File: src/rtl/mod_counter_if.sv
// Bus bundle for mod_counter: control inputs, limit/load values and count outputs.
// o_bcd is present only when COUNTER_BCD_EN is defined.
interface mod_counter_if #(
  parameter int WIDTH = 6
);
  logic             i_en;
  logic             i_up;
  logic             i_clr;
  logic             i_load;
  logic [WIDTH-1:0] i_load_val;
  logic [WIDTH-1:0] i_limit;
  logic [WIDTH-1:0] o_count;
  logic             o_carry;
`ifdef COUNTER_BCD_EN
  logic [7:0]       o_bcd;

  modport master (
    output i_en, i_up, i_clr, i_load, i_load_val, i_limit,
    input  o_count, o_carry, o_bcd
  );
  modport slave (
    input  i_en, i_up, i_clr, i_load, i_load_val, i_limit,
    output o_count, o_carry, o_bcd
  );
`else
  modport master (
    output i_en, i_up, i_clr, i_load, i_load_val, i_limit,
    input  o_count, o_carry
  );
  modport slave (
    input  i_en, i_up, i_clr, i_load, i_load_val, i_limit,
    output o_count, o_carry
  );
`endif
endinterface

File: src/rtl/mod_counter.sv
// Modulo-N up/down time-base counter with clear, load and registered wrap pulse.
// Optional registered BCD output of the count when COUNTER_BCD_EN is defined.
module mod_counter #(
  parameter int          WIDTH   = 6,
  parameter int unsigned RST_VAL = 0
) (
  input  logic         i_clk,
  input  logic         i_rst,
  mod_counter_if.slave bus
);
  localparam logic [WIDTH-1:0] RST_COUNT = WIDTH'(RST_VAL);

  logic [WIDTH-1:0] count_q, count_d;
  logic             carry_q, carry_d;
  logic [WIDTH-1:0] limit_m1;

  // Limits of 0 and 1 collapse to a single state 0, so the top count is 0.
  always_comb begin
    limit_m1 = '0;
    if (bus.i_limit >= WIDTH'(2)) begin
      limit_m1 = bus.i_limit - WIDTH'(1);
    end
  end

  always_comb begin
    count_d = count_q;
    carry_d = 1'b0;
    if (bus.i_clr) begin
      count_d = '0;
    end else if (bus.i_load) begin
      count_d = (bus.i_load_val < bus.i_limit) ? bus.i_load_val : '0;
    end else if (bus.i_en) begin
      if (bus.i_up) begin
        if (count_q >= limit_m1) begin
          count_d = '0;
          carry_d = 1'b1;
        end else begin
          count_d = count_q + WIDTH'(1);
        end
      end else begin
        if (count_q == '0) begin
          count_d = limit_m1;
          carry_d = 1'b1;
        end else if (count_q >= bus.i_limit) begin
          // Limit was lowered under a larger count: clamp without a borrow.
          count_d = limit_m1;
        end else begin
          count_d = count_q - WIDTH'(1);
        end
      end
    end
  end

  always_ff @(posedge i_clk or posedge i_rst) begin
    if (i_rst) begin
      count_q <= RST_COUNT;
      carry_q <= 1'b0;
    end else begin
      count_q <= count_d;
      carry_q <= carry_d;
    end
  end

  assign bus.o_count = count_q;
  assign bus.o_carry = carry_q;

`ifdef COUNTER_BCD_EN
  function automatic logic [7:0] to_bcd(input logic [15:0] v);
    logic [6:0] b;
    logic [3:0] tens;
    logic [3:0] ones;
    if (v > 16'd99) begin
      return 8'h99;
    end
    b    = v[6:0];
    tens = 4'(b / 7'd10);
    ones = 4'(b % 7'd10);
    return {tens, ones};
  endfunction

  logic [7:0] bcd_q, bcd_d;

  // Converted from the next count so BCD and binary change on the same edge.
  always_comb begin
    bcd_d = to_bcd(16'(count_d));
  end

  always_ff @(posedge i_clk or posedge i_rst) begin
    if (i_rst) begin
      bcd_q <= to_bcd(16'(RST_COUNT));
    end else begin
      bcd_q <= bcd_d;
    end
  end

  assign bus.o_bcd = bcd_q;
`endif
endmodule

File: src/flat_wrapper.sv
// flat-port wrapper written by rule: the top's interface ports become plain ports
module mod_counter_flat 
#(
  parameter int          WIDTH   = 6,
  parameter int unsigned RST_VAL = 0
)
  (i_clk, i_rst, bus_i_en, bus_i_up, bus_i_clr, bus_i_load, bus_i_load_val, bus_i_limit, bus_o_count, bus_o_carry);
  mod_counter_if #(.WIDTH(WIDTH)) bus_i ();
  input  logic i_clk;
  input  logic i_rst;
  input wire logic [$bits(bus_i.i_en)-1:0] bus_i_en;
  input wire logic [$bits(bus_i.i_up)-1:0] bus_i_up;
  input wire logic [$bits(bus_i.i_clr)-1:0] bus_i_clr;
  input wire logic [$bits(bus_i.i_load)-1:0] bus_i_load;
  input wire logic [$bits(bus_i.i_load_val)-1:0] bus_i_load_val;
  input wire logic [$bits(bus_i.i_limit)-1:0] bus_i_limit;
  output wire logic [$bits(bus_i.o_count)-1:0] bus_o_count;
  output wire logic [$bits(bus_i.o_carry)-1:0] bus_o_carry;
  assign bus_i.i_en = bus_i_en;
  assign bus_i.i_up = bus_i_up;
  assign bus_i.i_clr = bus_i_clr;
  assign bus_i.i_load = bus_i_load;
  assign bus_i.i_load_val = bus_i_load_val;
  assign bus_i.i_limit = bus_i_limit;
  assign bus_o_count = bus_i.o_count;
  assign bus_o_carry = bus_i.o_carry;
  mod_counter #(.WIDTH(WIDTH), .RST_VAL(RST_VAL)) u_core (.i_clk(i_clk), .i_rst(i_rst), .bus(bus_i));
endmodule
File: config.mk
export PLATFORM = sky130hd
export DESIGN_NAME = mod_counter_flat
export DESIGN_NICKNAME = d
export VERILOG_FILES = /design/src/rtl/mod_counter_if.sv /design/src/rtl/mod_counter.sv /design/src/flat_wrapper.sv
export SDC_FILE = /design/constraint.sdc
export NUM_CORES = 1
export LEC_CHECK = 0
export ABC_AREA = 1
export BUFFER_PORTS_ARGS = -buffer_cell sky130_fd_sc_hd__buf_2
export CAP_MARGIN = 15
export CORE_MARGIN = 2
export CORE_UTILIZATION = 55
export DETAILED_ROUTE_END_ITERATION = 10
export GPL_ROUTABILITY_DRIVEN = 0
export PLACE_DENSITY = 0.84
export SLEW_MARGIN = 20
export SYNTH_ARGS = -nofsm -noshare
export SYNTH_HDL_FRONTEND = slang
export SYNTH_SLANG_ARGS = --single-unit
File: constraint.sdc
create_clock -name i_clk -period 3.4 [get_ports i_clk]
set_input_delay 0.17 -clock i_clk [delete_from_list [all_inputs] [get_ports i_clk]]
set_output_delay 0.17 -clock i_clk [all_outputs]
set_load 0.05 [all_outputs]
==> results.toml <==
[timing]
max_freq_mhz = 480
hold_viol = 0
slew_headroom_pct = 67.2
finClkSkew_ps = 9.54
post-route-min-period_ps = 2090
final.setup.tns_ps = 0
worst-slew-pin-transition_ps = 492
setup_violations = 0
drv_slew = 0
whs_ps = 181
rsz0062_at_grt = "no"
final.setup.worst_slack_ps = 1310
fin_crit_sh_pct = 61.3

[place]
place_area_um2 = 1510
io_buffer_count = 24
hpwl_um = 2550
dpl_worst_slack_ps = 1120

[pwr]
vdd_drop_max_mv = 0.407
p_leak_nw = 0.899
power.density_nw_per_um2 = 312

[routing]
dr.pass1.iters = 4
viasPerCell = 5.07
wl_per_cell_um = 11.5
post-route-drc-count = 0
vias = 1368
first_iter_violations = 32
wl_um = 3110
postRouteAntennaNets = 0

[synthesis]
syn_area_um2 = 1370
ys_seq_area_share_pct = 12.8
yosysUniqueCellTypes = 31
yosys_warnings = 0
synth_area_leaders = "ha_1 20%, nand2_1 16%, dfrtp_1 13%"
syn_inst = 213
avgSynthCellArea_um2 = 6.44
ys_ff_latch = 7
yosys.area.top_type = "ha_1"
synth_nets = 253
yosys.area.top_type_share_pct = 20.1

[setup_path]
cp.arrival_ps = 2260
crit_top_cell = "nand2_1"
slowest_stage = "ha_1"
crit_fanout = 7
critical_path_class = "in2reg"
cp.required_ps = 3580
critPathLaunchType = "primary input"
cpPeakStageDelay_ps = 220
critPathBufInv = 5
cpLargestDelayFamily = "simple AND/OR/NAND/NOR gates"
end_kind = "flop"
path_cells = "buf_2, inv_1, ha_1, nor2_1, nand4_2, and3_1, inv_1, ha_1, nand2_1, inv_2, nand2_1, nand3_1, nor2_2, nand2_2, o21ai_1, inv_1, nand2_1, nand3_1, nand2_1"

[final_layout]
postLayoutCoreUtil_pct = 64.3
n_antenna_cell = 0
final_cell_mix = "58 x nand2_1, 36 x inv_1, 24 x buf_2, 22 x ha_1, 20 x nand3_1"
final_common_cell = "nand2_1"
nFillCells = 219
design_area_um2 = 1550
syn2layout_area_growth_pct = 12.9
drive_gt1_share_pct = 21.3
fin_nets = 281

[global_route]
grt_pass1_vias = 1198
grt.overflow.total = 0
antenna_found_initial = 0
grtUsageTotal_pct = 24.4
grt_pass1_wl_um = 5170
grt_max_degree = 11

[run_status]
status = "finished clean"

[floorplan]
chipWidth_um = 54.0
start_util_pct = 57.0
coreArea_um2 = 2410
ioPinCount = 25
dieArea_um2 = 2910
rows = 18
fp.dieH_um = 54.0

[cts]
cts_tree = "done"
htreeDepth = 1
cts_root_buf = "clkbuf_4"
clk_latency_ps = 250
clk_path_buf_depth = 2
clk_pin_slew_ps = 60
cts-buffers-inserted = 3
clock_sinks = 7
post_cts_buffers = 0

[hold_path]
holdCritPathClass = "in2reg"

[job]
max-cap-violations = 0
[report_power, final]
group	switching, mW	leakage, nW	internal (mW)
Sequential	0.0278	0.0921	0.0922
Clock	0.0299	0.0150	0.0447
Combinational	0.185	0.791	0.103
Total	0.243	0.899	0.240
[registers in the layout, summed over array words and instances, names as in the netlist]
name and count:
u_core.bus.o_carry 1, u_core.bus.o_count 6
[Yosys cell counts]
master and count:
a21oi_1 2, nor2_2 8, o21ai_2 1, inv_1 36
or2_2 1, nor2_4 1, a2111oi_2 1, ha_1 22
nand4_4 2, nand3_2 1, nand4_1 3, o21ai_1 4
inv_2 5, nor2_1 12, a21oi_2 1, xnor2_1 2
nand3b_1 3, nand4_2 1, nand3_1 20, nand2_1 58
and3_1 1, a21boi_0 2, dfrtp_1 7, xor2_1 6
o211ai_1 1, or2_1 1, buf_2 1, nor3_1 1
nand2_2 2, buf_6 1, o21ai_0 6
[path summary, 6_finish.rpt]
kind | slack [ps] | end | cells after the start | from
hold reg to reg | 590 | u_core.bus.o_count[0] | 2 | u_core.bus.o_count[0]
setup / recovery | 1310 | u_core.bus.o_count[2] | 19 | bus_i_limit[0]
setup reg to reg | 1420 | u_core.bus.o_count[4] | 10 | u_core.bus.o_count[3]
min in group asynchronous | 410 | u_core.bus.o_carry | 3 | i_rst
max in group asynchronous | 2780 | u_core.bus.o_count[4] | 3 | i_rst
hold / removal | 180 | u_core.bus.o_carry | 3 | bus_i_en
[what timing repair did]
item	CTS	global route
endpoints found under the hold margin	7	0
hold buffers	1	0
gates resized for setup	0	0
[layer usage]
metal / global-route usage (%) / routed length, um
met4: 2.99 / 26
met5: 0 / 0
met1: 33.6 / 1550
met3: 3.89 / 85
met2: 40.9 / 1450
[stage by stage]
step,std cells,total power [mW]
floorplan,213,0.339
global placement,265,0.402
detailed placement,265,0.406
CTS,270,0.484
global route,270,0.531
finish,270,0.483
[final cells by class]
cell class                      instances  area [um^2]  area share, %
Inverter                               41          154           9.93
Clock buffer                            4         26.3           1.69
Sequential cell                         7          175           11.3
Tap cell                               30         37.5           2.42
Multi-Input combinational cell        163         1030           66.3
Timing Repair Buffer                   25          130           8.39
[cell families after synthesis]
family	after synthesis	share of synthesized area [%]
AO/OA/AOI/OAI	18	8.39
buffers and inverters	43	12.4
XOR/XNOR	8	5.11
adder cells (fa/ha/maj)	22	20.1
flip-flops	7	12.8
AND/OR/NAND/NOR	115	41.3
[worst min-delay path: stages]
cell and delay, ps:
buf_2 110, inv_1 70, a2111oi_2 50
Note: power is estimated with default switching activity, not from simulation.
